**config.mk**
```make
export PLATFORM = sky130hd
export DESIGN_NAME = mips_mc_core
export DESIGN_NICKNAME = d
export VERILOG_FILES = /design/src/rtl/mips_mc_core.sv
export SDC_FILE = /design/constraint.sdc
export NUM_CORES = 1
export LEC_CHECK = 0
export BUFFER_PORTS_ARGS = -buffer_cell sky130_fd_sc_hd__buf_4
export CAP_MARGIN = 20
export CORE_MARGIN = 2
export CORE_UTILIZATION = 50
export DETAILED_ROUTE_END_ITERATION = 6
export PLACE_DENSITY = 0.73
export SLEW_MARGIN = 20
export SYNTH_ARGS = -nofsm -noshare
export SYNTH_HDL_FRONTEND = slang
export SYNTH_SLANG_ARGS = --single-unit
```
**constraint.sdc**
```tcl
create_clock -name clk -period 8.8 [get_ports clk]
set_clock_uncertainty 0.15 [all_clocks]
set_input_delay 0.88 -clock clk [delete_from_list [all_inputs] [get_ports clk]]
set_output_delay 0.88 -clock clk [all_outputs]
set_load 0.02 [all_outputs]
```
**src/rtl/mips_mc_core.sv**
```systemverilog
// Multi-cycle core for the 16-bit MIPS-like ISA over an XLEN-wide datapath.
// Fetch and load/store share one req/ack memory port, so any number of wait states is tolerated.
module mips_mc_core #(
  parameter int              XLEN     = 16,
  parameter logic [XLEN-1:0] RESET_PC = {XLEN{1'b0}}
) (
  input  logic            clk,
  input  logic            reset,
  output logic            mem_req,
  output logic            mem_we,
  output logic [XLEN-1:0] mem_addr,
  output logic [XLEN-1:0] mem_wdata,
  input  logic [XLEN-1:0] mem_rdata,
  input  logic            mem_ack,
  output logic [XLEN-1:0] pc_out,
  output logic [15:0]     instruction,
  output logic [XLEN-1:0] alu_result,
  output logic            retire,
  output logic            halted
);

  typedef enum logic [2:0] {
    FETCH  = 3'd0,
    DECODE = 3'd1,
    EXEC   = 3'd2,
    MEM    = 3'd3,
    WB     = 3'd4,
    HALT   = 3'd5
  } state_t;

  localparam logic [2:0]      OP_R    = 3'd0;
  localparam logic [2:0]      OP_LW   = 3'd1;
  localparam logic [2:0]      OP_SW   = 3'd2;
  localparam logic [2:0]      OP_BEQ  = 3'd4;
  localparam logic [2:0]      OP_BNE  = 3'd5;
  localparam logic [2:0]      OP_J    = 3'd6;
  localparam logic [2:0]      OP_JAL  = 3'd7;
  localparam logic [XLEN-1:0] PC_STEP = {{(XLEN-2){1'b0}}, 2'b10};

  state_t          state_r;
  logic [XLEN-1:0] pc_r, alu_r, a_r, b_r, load_r;
  logic [15:0]     ir_r;
  logic            halted_r;
  logic [XLEN-1:0] regs_r [0:7];

  logic [2:0]      op_s, rs_s, rt_s, rd_s, dest_s;
  logic [3:0]      funct_s;
  logic [XLEN-1:0] imm_s, opb_s, alu_s, jump_s, branch_s, wb_data_s;
  logic            illegal_s, taken_s, ctl_only_s;

  assign op_s       = ir_r[15:13];
  assign rs_s       = ir_r[12:10];
  assign rt_s       = ir_r[9:7];
  assign rd_s       = ir_r[6:4];
  assign funct_s    = ir_r[3:0];
  assign imm_s      = {{(XLEN-7){ir_r[6]}}, ir_r[6:0]};
  assign jump_s     = {pc_r[XLEN-1:14], ir_r[12:0], 1'b0};
  assign branch_s   = pc_r + {imm_s[XLEN-2:0], 1'b0};
  assign illegal_s  = (op_s == OP_R) && (funct_s > 4'd4);
  assign taken_s    = ((op_s == OP_BEQ) && (a_r == b_r)) || ((op_s == OP_BNE) && (a_r != b_r));
  assign ctl_only_s = (op_s == OP_BEQ) || (op_s == OP_BNE) || (op_s == OP_J);

  // ALU: R-type by funct, address/immediate adds otherwise; JAL passes the return address
  always_comb begin
    opb_s = imm_s;
    alu_s = {XLEN{1'b0}};
    if ((op_s == OP_R) || (op_s == OP_BEQ) || (op_s == OP_BNE)) begin
      opb_s = b_r;
    end else begin
      opb_s = imm_s;
    end
    if (op_s == OP_R) begin
      case (funct_s)
        4'd0:    alu_s = a_r + b_r;
        4'd1:    alu_s = a_r - b_r;
        4'd2:    alu_s = a_r & b_r;
        4'd3:    alu_s = a_r | b_r;
        4'd4:    alu_s = {{(XLEN-1){1'b0}}, ($signed(a_r) < $signed(b_r))};
        default: alu_s = {XLEN{1'b0}};
      endcase
    end else if (op_s == OP_JAL) begin
      alu_s = pc_r;
    end else begin
      alu_s = a_r + opb_s;
    end
  end

  // Write-back destination and data selection
  always_comb begin
    dest_s    = rt_s;
    wb_data_s = alu_r;
    case (op_s)
      OP_R:    dest_s = rd_s;
      OP_JAL:  dest_s = 3'd7;
      default: dest_s = rt_s;
    endcase
    if (op_s == OP_LW) begin
      wb_data_s = load_r;
    end else begin
      wb_data_s = alu_r;
    end
  end

  // Port strobes decode straight from state so a zero-wait ack completes in one cycle;
  // gating with reset makes mem_req fall the instant reset rises.
  assign mem_req     = ~reset & ((state_r == FETCH) || (state_r == MEM));
  assign mem_we      = mem_req & (state_r == MEM) & (op_s == OP_SW);
  assign mem_addr    = (state_r == FETCH) ? pc_r : alu_r;
  assign mem_wdata   = b_r;
  assign retire      = ~reset & ((state_r == WB) || ((state_r == EXEC) && ctl_only_s) ||
                                 ((state_r == MEM) && (op_s == OP_SW) && mem_ack));
  assign pc_out      = pc_r;
  assign instruction = ir_r;
  assign alu_result  = alu_r;
  assign halted      = halted_r;

  // Main sequencer: one state per phase, memory phases wait for ack
  always_ff @(posedge clk or posedge reset) begin
    if (reset) begin
      state_r  <= FETCH;
      pc_r     <= RESET_PC;
      ir_r     <= 16'h0000;
      alu_r    <= {XLEN{1'b0}};
      a_r      <= {XLEN{1'b0}};
      b_r      <= {XLEN{1'b0}};
      load_r   <= {XLEN{1'b0}};
      halted_r <= 1'b0;
      for (int i = 0; i < 8; i++) regs_r[i] <= {XLEN{1'b0}};
    end else begin
      case (state_r)
        FETCH: begin
          if (mem_ack) begin
            ir_r    <= mem_rdata[15:0];
            pc_r    <= pc_r + PC_STEP;
            state_r <= DECODE;
          end
        end
        DECODE: begin
          a_r <= regs_r[rs_s];
          b_r <= regs_r[rt_s];
          if (illegal_s) begin
            state_r  <= HALT;
            halted_r <= 1'b1;
          end else begin
            state_r <= EXEC;
          end
        end
        EXEC: begin
          alu_r <= alu_s;
          case (op_s)
            OP_BEQ, OP_BNE: begin
              if (taken_s) pc_r <= branch_s;
              state_r <= FETCH;
            end
            OP_J: begin
              pc_r    <= jump_s;
              state_r <= FETCH;
            end
            OP_JAL: begin
              pc_r    <= jump_s;
              state_r <= WB;
            end
            OP_LW, OP_SW: state_r <= MEM;
            default:      state_r <= WB;
          endcase
        end
        MEM: begin
          if (mem_ack) begin
            if (op_s == OP_LW) begin
              load_r  <= mem_rdata;
              state_r <= WB;
            end else begin
              state_r <= FETCH;
            end
          end
        end
        WB: begin
          if (dest_s != 3'd0) regs_r[dest_s] <= wb_data_s;
          state_r <= FETCH;
        end
        HALT:    state_r <= HALT;
        default: state_r <= HALT;
      endcase
    end
  end

endmodule

```
== Yosys cells after proc, flatten, opt, wreduce, memory -nomap -nowiden ==
Cells that the tools add are included.

* Bits in registers: 228
* Latch bits: 0
* Bits in writable memories: 0
* Memory bits (read-only): 0
* Input port bits: 19
* Memories: 0

* Add/subtract/negate cells: 5
* Multipliers: 0
* Divide/modulo/power cells: 0
* Order comparisons: 6
* Equality and inequality tests: 23
* Shift-type cells: 0
* Mux-type cells: 26
* Bitwise logic cells: 10
* Reductions and logical operators: 31

{| class="wikitable"
|+ Operators by type and width
! kind !! number
|-
| 16-bit two-way mux || 12
|-
| 128-bit bitwise mux || 1
|-
| 16-bit binary-select mux with 3-bit select || 2
|-
| 16-bit case mux with 5 select lines || 1
|-
| 16-bit case mux with 2 select lines || 2
|-
| 16-bit adder || 3
|-
| 16-bit demux with 3-bit select || 1
|-
| 16-bit by 2-bit adder with 16-bit output, second input constant || 1
|-
| 16-bit AND || 1
|-
| 16-bit == test || 1
|-
| 16-bit < comparator || 1
|-
| 16-bit inequality test || 1
|-
| 16-bit bitwise OR || 1
|-
| 16-bit subtractor || 1
|-
| 3-bit == test, second input constant || 5
|-
| 3-bit case mux with 5 select lines || 1
|-
| 4-bit greater-or-equal comparator, second input constant || 3
|-
| 3-bit two-way mux || 4
|-
| 3-bit inverter with 4-bit output || 3
|-
| 3-bit case mux with 2 select lines || 2
|-
| 3-bit by 2-bit == test with 1-bit output, second input constant || 3
|-
| 4-bit by 2-bit == test with 1-bit output, second input constant || 2
|-
| 1-bit logical OR || 8
|-
| 2-bit inequality test, second input constant || 4
|-
| 21 further kinds || 37
|}

== Longest topological paths before layout ==
Gate-level depths: netlist of run 1.

* Word-level depth: 8
* Mapped depth: 15

== Worst setup path before layout of run 1 ==
No wires, ideal clock.

* Path kind: register to register
* From: register ir_r[15], in the netlist instruction[15]
* To: register alu_r[12], in the netlist alu_result[12]
* Library setup time: 94 ps
* Arrival: 3537 ps
* Data required time: 8556 ps
* Setup slack: 5019 ps
* Stages on the path, launching flop included: 15
* Path buffers: 1
* Period minus slack after synthesis: 3781 ps
* Cell sequence: dfrtp_1 > buf_2 > inv_1 > a21oi_1 > mux2_2 > ha_1 > fa_1 > a211oi_1 > o211ai_1 > a41oi_1 > o21bai_1 > a21oi_1 > xnor2_1 > a21oi_1 > a211oi_1

* Word-level cells in the longest chain between the ends: 7
* Elaborated cells on any way between the ends: 10

{| class="wikitable"
|+ Ends and longest elaborated chain
! what !! line !! RTL
|-
| start: declaration || 42 || <nowiki>logic [15:0] ir_r;</nowiki>
|-
| start signal: assignment || 133 || <nowiki>ir_r <= mem_rdata[15:0];</nowiki>
|-
| 3-bit == test or 3-bit logical NOT (tied branches) || 67, 72 ||
|-
| 1-bit logical OR (2 in series) || 67 || <nowiki>if ((op_s == OP_R) || (op_s == OP_BEQ) || (op_s == OP_BNE)) begin</nowiki>
|-
| 16-bit two-way mux || 67 ||
|-
| 16-bit adder || 84 || <nowiki>alu_s = a_r + opb_s;</nowiki>
|-
| 16-bit two-way mux || 81 || <nowiki>end else if (op_s == OP_JAL) begin</nowiki>
|-
| 16-bit two-way mux (*) || 72 || <nowiki>if (op_s == OP_R) begin</nowiki>
|-
| end signal: assignment || 123 || <nowiki>alu_r <= {XLEN{1'b0}};</nowiki>
|-
| end signal: assignment || 149 || <nowiki>alu_r <= alu_s;</nowiki>
|-
| end: declaration || 41 || <nowiki>logic [XLEN-1:0] pc_r, alu_r, a_r, b_r, load_r;</nowiki>
|}

Mark *: on every way between the ends. The rest lies on a longest branch, timed or not.
A chain may end at the register's enable or synchronous reset.

== Worst setup path in the final report of run 1 ==
Ends and elaborated chain as after synthesis.

==> flow_summary.toml, run 1 <==
[synthesis]
synthArstFlopShare_pct = 100
synthXorXnorAreaFrac_pct = 2.30
synth_area_per_cell_um2 = 9.50
synth_seq_cells = 227
synthCells = 1567
synthAdderAreaFrac_pct = 7.85
netlist_area_mm2 = 0.0149
ys_types = 82
yosys_warnings = 0
ys_seq_area_share_pct = 38.2
syn_nets = 1677
synth_mux_area_share_pct = 16.0
synth_flop_cell = "dfrtp_1"
synth_top_family_by_area = "compound AO/OA/AOI/OAI gates"
synth_edf_count = 0
synth_compound_area_share_pct = 17.5
yosys.area_share.simple_pct = 13.4

[sta]
hold_viol_final = 0
rsz0062_at_grt = "no"
tns_ns = 0
min_period_ns = 4.03
setup_violations = 0
tightestPinTransition_ns = 0.952
fin_crit_sh_pct = 45.8
slew_headroom_pct = 36.6
setup_ws_ns = 4.77
max_freq_ghz = 0.248
finalMaxSlewViolations = 0
hold-worst-slack_ns = 0.244

[critical_path]
critPathKind = "flip-flop to flip-flop"
r2r_cells = 14
critPathSlowestCell = "dfrtp_1"
endpoint_kind = "flip-flop"
crit_fanout = 17
start_kind = "flip-flop"
cp_top_family = "compound AO/OA/AOI/OAI gates"
arrival_ns = 4.32
cp_num_buf_inv = 2
path_depth = 14
slowest_delay_ns = 0.53
crit_chain = "inv_1 > a21oi_1 > buf_4 > mux2_2 > ha_1 > fa_1 > a211oi_1 > o211ai_1 > a41oi_1 > o21bai_1 > a21oi_1 > xnor2_1 > a21oi_1 > a211oi_1"
r2r_start = "instruction[15]"
cp-endpoint = "alu_result[12]"
crit_required_ns = 9.09
cp_common_cell = "a21oi_1"
cp-startpoint = "instruction[15]"
r2r_slack_ns = 4.77
worstReg2RegEnd = "alu_result[12]"

[cts]
ctsResizeCount = 0
cts_setup_buffers = 0
insertion_delay_ns = 0.54
path_clk_slew_ns = 0.06
cts_sinks = 227
clk_path_buf_depth = 3
cts_tree = "yes"
clock_tree.root_cell = "clkbuf_16"
htreeDepth = 1
hold_buffers = 0
numCtsBuffers = 25

[final_layout]
fillers = 2574
final_util_pct = 56.6
final_common_cell = "dfrtp_1"
drive_above_1_share_pct = 18.1
antenna_cells = 0
syn2layout_area_growth_pct = 12.0
nNetsFinal = 1719
final_cells = 2015
layout_common_cells = "dfrtp_1 (225), nand2_1 (196), a21oi_1 (146)"
stdcell_area_mm2 = 0.0167

[die]
io-pin-count = 103
die_w_um = 177
num_rows = 63
coreArea_mm2 = 0.0295
die_area_mm2 = 0.0312
initial_utilization_pct = 50.5
fp.dieH_um = 177

[worst_hold_path]
hold_class = "flip-flop to flip-flop"
min_from = "regs_r[124]"

[drt]
drt_first_pass_iters = 7
drc = 0
final_antenna_net_count = 0
vias = 12513
drt_wl_total_um = 45200
first_iter_violations = 985
viasPerCell = 6.21
routedWlPerCell_um = 22.5

[pwr]
peakVddDrop_mv = 0.110
p_leak_nw = 7.28
power_density_mw_per_mm2 = 125
power_mw = 2.09

[global_route]
overflow = 0
grt_pass1_vias = 12348
grt_pass1_wl_um = 70500
antenna_found_initial = 0
grtUsageTotal_pct = 29.4
grt_start_max_net_pins = 145

[placed_design]
place_hpwl_um = 31500
post-place-ws_ns = 4.84
place.gp.congestion = 0.973
place_area_mm2 = 0.0159
io_buffers = 101
dp_cells = 1972

[run]
maxCapViolations = 0

[run_status]
status = "complete, no violations"
cells in the mapped netlist (4+ instances only):
cell type	instances	share of area, %
a211oi_1	14	0.71
a21o_1	23	1.2
a21oi_1	146	4.9
a221oi_1	12	0.71
a31oi_1	5	0.21
and3_1	12	0.50
buf_1	14	0.35
buf_2	22	0.74
clkbuf_1	74	1.9
dfrtp_1	227	38
fa_1	4	0.54
ha_1	87	7.3
inv_1	56	1.4
mux2_1	4	0.30
mux2_2	32	2.4
mux2i_1	53	3.6
mux4_2	64	9.7
nand2_1	196	4.9
nand2b_1	12	0.50
nand3_1	24	0.81
nand4_1	7	0.29
nor2_1	136	3.4
nor2b_1	8	0.34
nor3_1	25	0.84
nor4_1	5	0.21
o211ai_1	15	0.76
o21a_1	5	0.25
o21ai_0	105	3.5
o21ai_1	39	1.3
o21bai_1	8	0.40
o22ai_1	7	0.29
o31ai_1	5	0.25
or3_1	5	0.21
xnor2_1	23	1.4
xor2_1	16	0.94
area by class of cell:
class	instances	area (µm²)	area share, %
sequential	227	5680	34.1
multi-input combinational	1167	8520	51.1
clock buffer	33	686	4.11
tap	390	488	2.93
timing repair buffer	130	980	5.88
clock inverter	10	92.6	0.555
inverter	58	230	1.38
worst min-delay path by stage:
stage,to,cells after the start
4_1_cts,regs_r[124],0
3_5_place_dp,regs_r[124],0
5_1_grt,regs_r[114],0
2_1_floorplan,regs_r[112],1
3_3_place_gp,regs_r[119],0
6_report,regs_r[124],0
cells by family after synthesis:
| logic type | Yosys count |
|---|---|
| DFF | 227 |
| xor gates and xnor gates | 39 |
| and+or+nand+nor | 453 |
| other | 1 |
| AOI/OAI and AO/OA | 430 |
| muxes | 153 |
| buffers and inverters | 173 |
| adders and majority gates | 91 |
state kept, by name, summed over array words and instances, names as in the netlist:
register and cells:
alu_result 16, pc_out 15, mem_wdata 16, load_r 16, regs_r 128, a_r 16
halted 1, instruction 16, state_r 3
layer usage:
layer	vias to the layer above	GRT usage (%)	share of wire [%]
li1	5704	-	-
met3	106	5.15	8.8
met2	563	47.9	47
met1	6140	39.9	41
met5	-	0	0
met4	0	10.1	3.2
report_power, final:
group          total, mW  switching, mW  internal (mW)
sequential          1.04              0           1.04
clock               1.01          0.435          0.577
combinational     0.0316         0.0255        0.00602
total               2.09          0.460           1.63
Note: power is estimated with default switching activity, not from simulation.
==> inputs of run 2 (changes only) <==
==> constraint.sdc (replaced) <==
create_clock -name clk -period 4 [get_ports clk]
set_clock_uncertainty 0.15 [all_clocks]
set_input_delay 0.4 -clock clk [delete_from_list [all_inputs] [get_ports clk]]
set_output_delay 0.4 -clock clk [all_outputs]
set_load 0.02 [all_outputs]
==> run 2 against run 1 <==
Clock-buffer cell count increased by 9. Final cell count increased by 2.4%. Clock power increased by 150%. Critical path depth decreased by 1. Combinational power increased to 2.8 times the previous value. Routed wire length increased by 3.5%. Flip-flop and latch count unchanged. Non-clock buffer count increased by 43. Sequential share of layout area decreased by 1.1 points. Utilization increased by 1.8 points. Critical path type unchanged. Critical endpoint is now alu_result[14]. Largest power group is now the clock network. Highest routed layer unchanged.
==> flow_summary.toml, run 2 (synthesis results as in run 1) <==
[die]
die_w_um = 177
initial_utilization_pct = 50.5
fp.dieH_um = 177
io-pin-count = 103
coreArea_mm2 = 0.0295
num_rows = 63
die_area_mm2 = 0.0312

[drt]
routedWlPerCell_um = 22.7
drt_wl_total_um = 46800
vias = 12783
drt_first_pass_iters = 5
final_antenna_net_count = 0
drc = 0
viasPerCell = 6.20
first_iter_violations = 1390

[cts]
cts_sinks = 227
numCtsBuffers = 26
clk_path_buf_depth = 3
insertion_delay_ns = 0.55
clock_tree.root_cell = "clkbuf_16"
cts_setup_buffers = 0
ctsResizeCount = 0
path_clk_slew_ns = 0.07
htreeDepth = 1
cts_tree = "yes"

[run_status]
status = "complete, no violations"

[sta]
tns_ns = 0
fin_crit_sh_pct = 93.5
rsz0062_at_grt = "no"
finalMaxSlewViolations = 0
tightestPinTransition_ns = 1.09
max_freq_ghz = 0.267
hold-worst-slack_ns = 0.0134
setup_violations = 0
slew_headroom_pct = 27.4
hold_viol_final = 0
min_period_ns = 3.74

[final_layout]
layout_common_cells = "dfrtp_1 (225), nand2_1 (196), buf_4 (151)"
antenna_cells = 0
nNetsFinal = 1763
final_common_cell = "dfrtp_1"
top_register = "regs_r"
drive_above_1_share_pct = 19.1
syn2layout_area_growth_pct = 15.6
largest_reg_flops = 128

[global_route]
grt_pass1_vias = 12692
grt_start_max_net_pins = 96
grt_pass1_wl_um = 72400
overflow = 0
antenna_found_initial = 0
grtUsageTotal_pct = 30.4

[worst_hold_path]
hold_class = "input port to flip-flop"

[placed_design]
place.gp.congestion = 0.984
place_hpwl_um = 33300
io_buffers = 101

[run]
maxCapViolations = 0

[pwr]
peakVddDrop_mv = 0.343
power_density_mw_per_mm2 = 283
p_leak_nw = 7.55

[critical_path]
endpoint_kind = "flip-flop"
critPathKind = "flip-flop to flip-flop"
start_kind = "flip-flop"
crit_fanout = 4
arrival_ns = 4.05
crit_required_ns = 4.31
==> run 2: cell types whose count changed in the layout (fill, tap and decap cells not counted), sizes merged <==
cell and delta:
buf +26, bufinv +2, clkbuf +9, clkinv -5, clkinvlp -1, dlygate4sd3 +17
==> run 2: stage by stage <==
stage | util [%] | cell area (µm²) | std cells | worst slack, ns | total power [mW]
floorplan | - | 14900 | 1567 | 0.219 | 2.37
global placement | 54.8 | 16100 | 1998 | 0.338 | 2.42
detailed placement | 54.8 | 16100 | 1998 | 0.294 | 2.42
CTS | 58.4 | 17200 | 2063 | 0.271 | 4.91
global route | 58.4 | 17200 | 2063 | 0.0268 | 5.02
finish | 58.4 | 17200 | 2063 | 0.261 | 4.88
==> run 2: final timing paths <==
check / startpoint / end / slack (ns) / depth (start not counted)
worst max-delay path: instruction[15] / alu_result[14] / 0.26 / 13
worst min-delay path: mem_ack / state_r[0] / 0.01 / 3
worst max register to register: instruction[15] / alu_result[14] / 0.26 / 13
worst min register to register: regs_r[113] / regs_r[113] / 0.24 / 0
min in group asynchronous: reset / load_r[14] / 0.49 / 3
max in group asynchronous: reset / regs_r[35] / 2.21 / 4
==> run 2: routing by layer <==
layer,global-route usage [%],up-vias,routed length [µm]
li1,-,5796,-
met1,41.9,6305,19600
met2,48.8,571,21800
met3,4.74,111,3850
met4,11.1,0,1550
met5,0,-,0
==> run 2: worst max-delay path, cell delays in order (launching register included) <==
cell      delay (ns)
dfrtp_1         0.35
inv_1           0.08
a21oi_1         0.43
mux2_2          0.40
ha_1            0.21
fa_1            0.46
a211oi_1        0.27
o211ai_1        0.17
a41oi_1         0.39
o31ai_1         0.15
a21oi_1         0.20
xnor2_1         0.13
mux2i_1         0.09
a31oi_1         0.16
==> run 2: area by class of cell <==
cell class              instances  area [µm²]
inverters                      58         221
clock buffers                  42         782
well taps                     390         488
multi-input cells            1167        8520
flip-flops and latches        227        5680
clock inverters                 6         114
fillers                      2522       12300
repair buffers                173        1400
==> run 2: power by group <==
| group | internal, mW | total [mW] | switching [mW] |
|---|---|---|---|
| logic | 0.0293 | 0.0886 | 0.0593 |
| registers | 2.30 | 2.30 | 0 |
| clock network | 1.53 | 2.49 | 0.965 |
| total | 3.85 | 4.88 | 1.02 |
==> run 2: what timing repair did <==
item / 4_1_cts / 5_1_grt
setup endpoints to repair: 0 / 0
hold buffers: 17 / 0
endpoints found under the hold margin: 64 / 0
==> inputs of run 3 (changes only) <==
--- a/config.mk
+++ b/config.mk
@@ -7,8 +7,9 @@
 export LEC_CHECK = 0
 export BUFFER_PORTS_ARGS = -buffer_cell sky130_fd_sc_hd__buf_4
 export CAP_MARGIN = 20
-export CORE_MARGIN = 2
+export CORE_ASPECT_RATIO = 1.25
 export CORE_UTILIZATION = 50
+export CTS_CLUSTER_DIAMETER = 200
 export DETAILED_ROUTE_END_ITERATION = 6
 export PLACE_DENSITY = 0.73
 export SLEW_MARGIN = 20
==> run 3 against run 2 <==
Final cell count grew 0.19%. Utilization is 0.34 points higher. Power down 1.1%. Via count is 0.39% lower. Critical path depth up 1. Global-route usage grew 0.74 points. Design area fell by 0.20%. Non-clock buffer count rose by 2. Critical path type unchanged.
==> flow_summary.toml, run 3 (synthesis results as in run 1) <==
[critical_path]
critPathSlowestCell = "a311oi_1"
arrival_ns = 4.00
slowest_delay_ns = 0.47
crit_fanout = 16
crit_chain = "inv_1 > a21oi_1 > buf_4 > nand2_1 > o21ai_0 > ha_1 > a21oi_1 > o2111ai_1 > a21oi_1 > o211ai_1 > a311oi_1 > nor3_1 > a31oi_1 > o311ai_1"
crit_required_ns = 4.24
cp_num_buf_inv = 2
endpoint_kind = "flip-flop"
start_kind = "flip-flop"
critPathKind = "flip-flop to flip-flop"
cp_common_cell = "a21oi_1"
cp_top_family = "compound AO/OA/AOI/OAI gates"

[sta]
slew_headroom_pct = 32.0
tns_ns = 0
hold_viol_final = 0
tightestPinTransition_ns = 1.02
fin_crit_sh_pct = 94.0
min_period_ns = 3.76
rsz0062_at_grt = "no"
finalMaxSlewViolations = 0
setup_violations = 0
max_freq_ghz = 0.266
hold-worst-slack_ns = 0.0289

[worst_hold_path]
hold_class = "input port to flip-flop"

[final_layout]
syn2layout_area_growth_pct = 15.4
seq_area_mm2 = 0.00568
stdcell_area_mm2 = 0.0172
largest_reg_flops = 128
drive_above_1_share_pct = 19.5
final_common_cell = "dfrtp_1"
antenna_cells = 0
layout_common_cells = "dfrtp_1 (225), nand2_1 (196), buf_4 (157)"
final_util_pct = 58.7
multi_input_comb_area_mm2 = 0.00852
fillers = 2545
nNetsFinal = 1763
top_register = "regs_r"

[global_route]
grt_pass1_vias = 12721
grtUsageTotal_pct = 31.2
antenna_found_initial = 0
grt_pass1_wl_um = 72000
grt_start_max_net_pins = 80
overflow = 0

[placed_design]
place_hpwl_um = 33800
place.gp.congestion = 1.03
place_area_mm2 = 0.0161
io_buffers = 101

[cts]
clock_tree.root_cell = "clkbuf_16"
numCtsBuffers = 24
htreeDepth = 1
clk_path_buf_depth = 3
cts_sinks = 227
insertion_delay_ns = 0.53
path_clk_slew_ns = 0.06
cts_tree = "yes"

[run]
maxCapViolations = 0

[die]
initial_utilization_pct = 50.9
coreArea_mm2 = 0.0293
die_area_mm2 = 0.0305
fp.dieH_um = 195
num_rows = 70
io-pin-count = 103
die_w_um = 156

[pwr]
power_mw = 4.82
power_density_mw_per_mm2 = 281
peakVddDrop_mv = 0.270
p_leak_nw = 7.56

[drt]
final_antenna_net_count = 0
drt_wl_total_um = 46200
drc = 0
routedWlPerCell_um = 22.4
first_iter_violations = 1194
vias = 12733
viasPerCell = 6.16
drt_first_pass_iters = 5

[run_status]
status = "complete, no violations"
run 3: per-stage QoR:
step           setup slack [ns]  cells
2_1_floorplan             0.219   1567
3_3_place_gp              0.295   2007
3_5_place_dp              0.303   2007
4_1_cts                   0.289   2067
5_1_grt                  0.0450   2067
6_report                  0.240   2067
run 3: timing repair:
item | in CTS | in global routing
hold buffers | 16 | 0
buffers inserted | 0 | 0
setup endpoints to repair | 0 | 0
endpoints found under the hold margin | 55 | 0
resized for setup | 0 | 0
run 3: area by class of cell:
class	instances	share of cell area, %
Clock buffer	36	4.35
Multi-Input combinational cell	1167	49.6
Tap cell	396	2.89
Inverter	58	1.29
Sequential cell	227	33.1
Timing Repair Buffer	175	8.03
Clock inverter	8	0.736
run 3: layer usage:
metal,global-route usage [%],wire (µm),vias to the layer above,share of wire (%)
met5,0,0,-,0
met2,51.5,22300,531,48
met3,4.15,3100,145,6.7
li1,-,-,5788,-
met4,16.4,2520,0,5.5
met1,39.7,18300,6269,40
run 3: worst paths after layout:
check                      depth (start not counted)  slack, ns             from             end
setup reg to reg                                  14       0.24  instruction[15]  alu_result[15]
min in group asynchronous                          3       0.42            reset      load_r[13]
setup / recovery                                  14       0.24  instruction[15]  alu_result[15]
hold reg to reg                                    0       0.24      regs_r[117]     regs_r[117]
max in group asynchronous                          4       2.28            reset       load_r[6]
hold / removal                                     3       0.03     mem_rdata[6]  instruction[6]
run 3: worst min-delay path: stages:
cell and delay [ns]:
buf_4 0.14, nand2_1 0.05, o21ai_0 0.07
run 3: power by group:
part           internal, mW  switching [mW]
Sequential             2.30               0
Combinational        0.0279          0.0578
Clock                  1.48           0.958
Total                  3.81            1.02
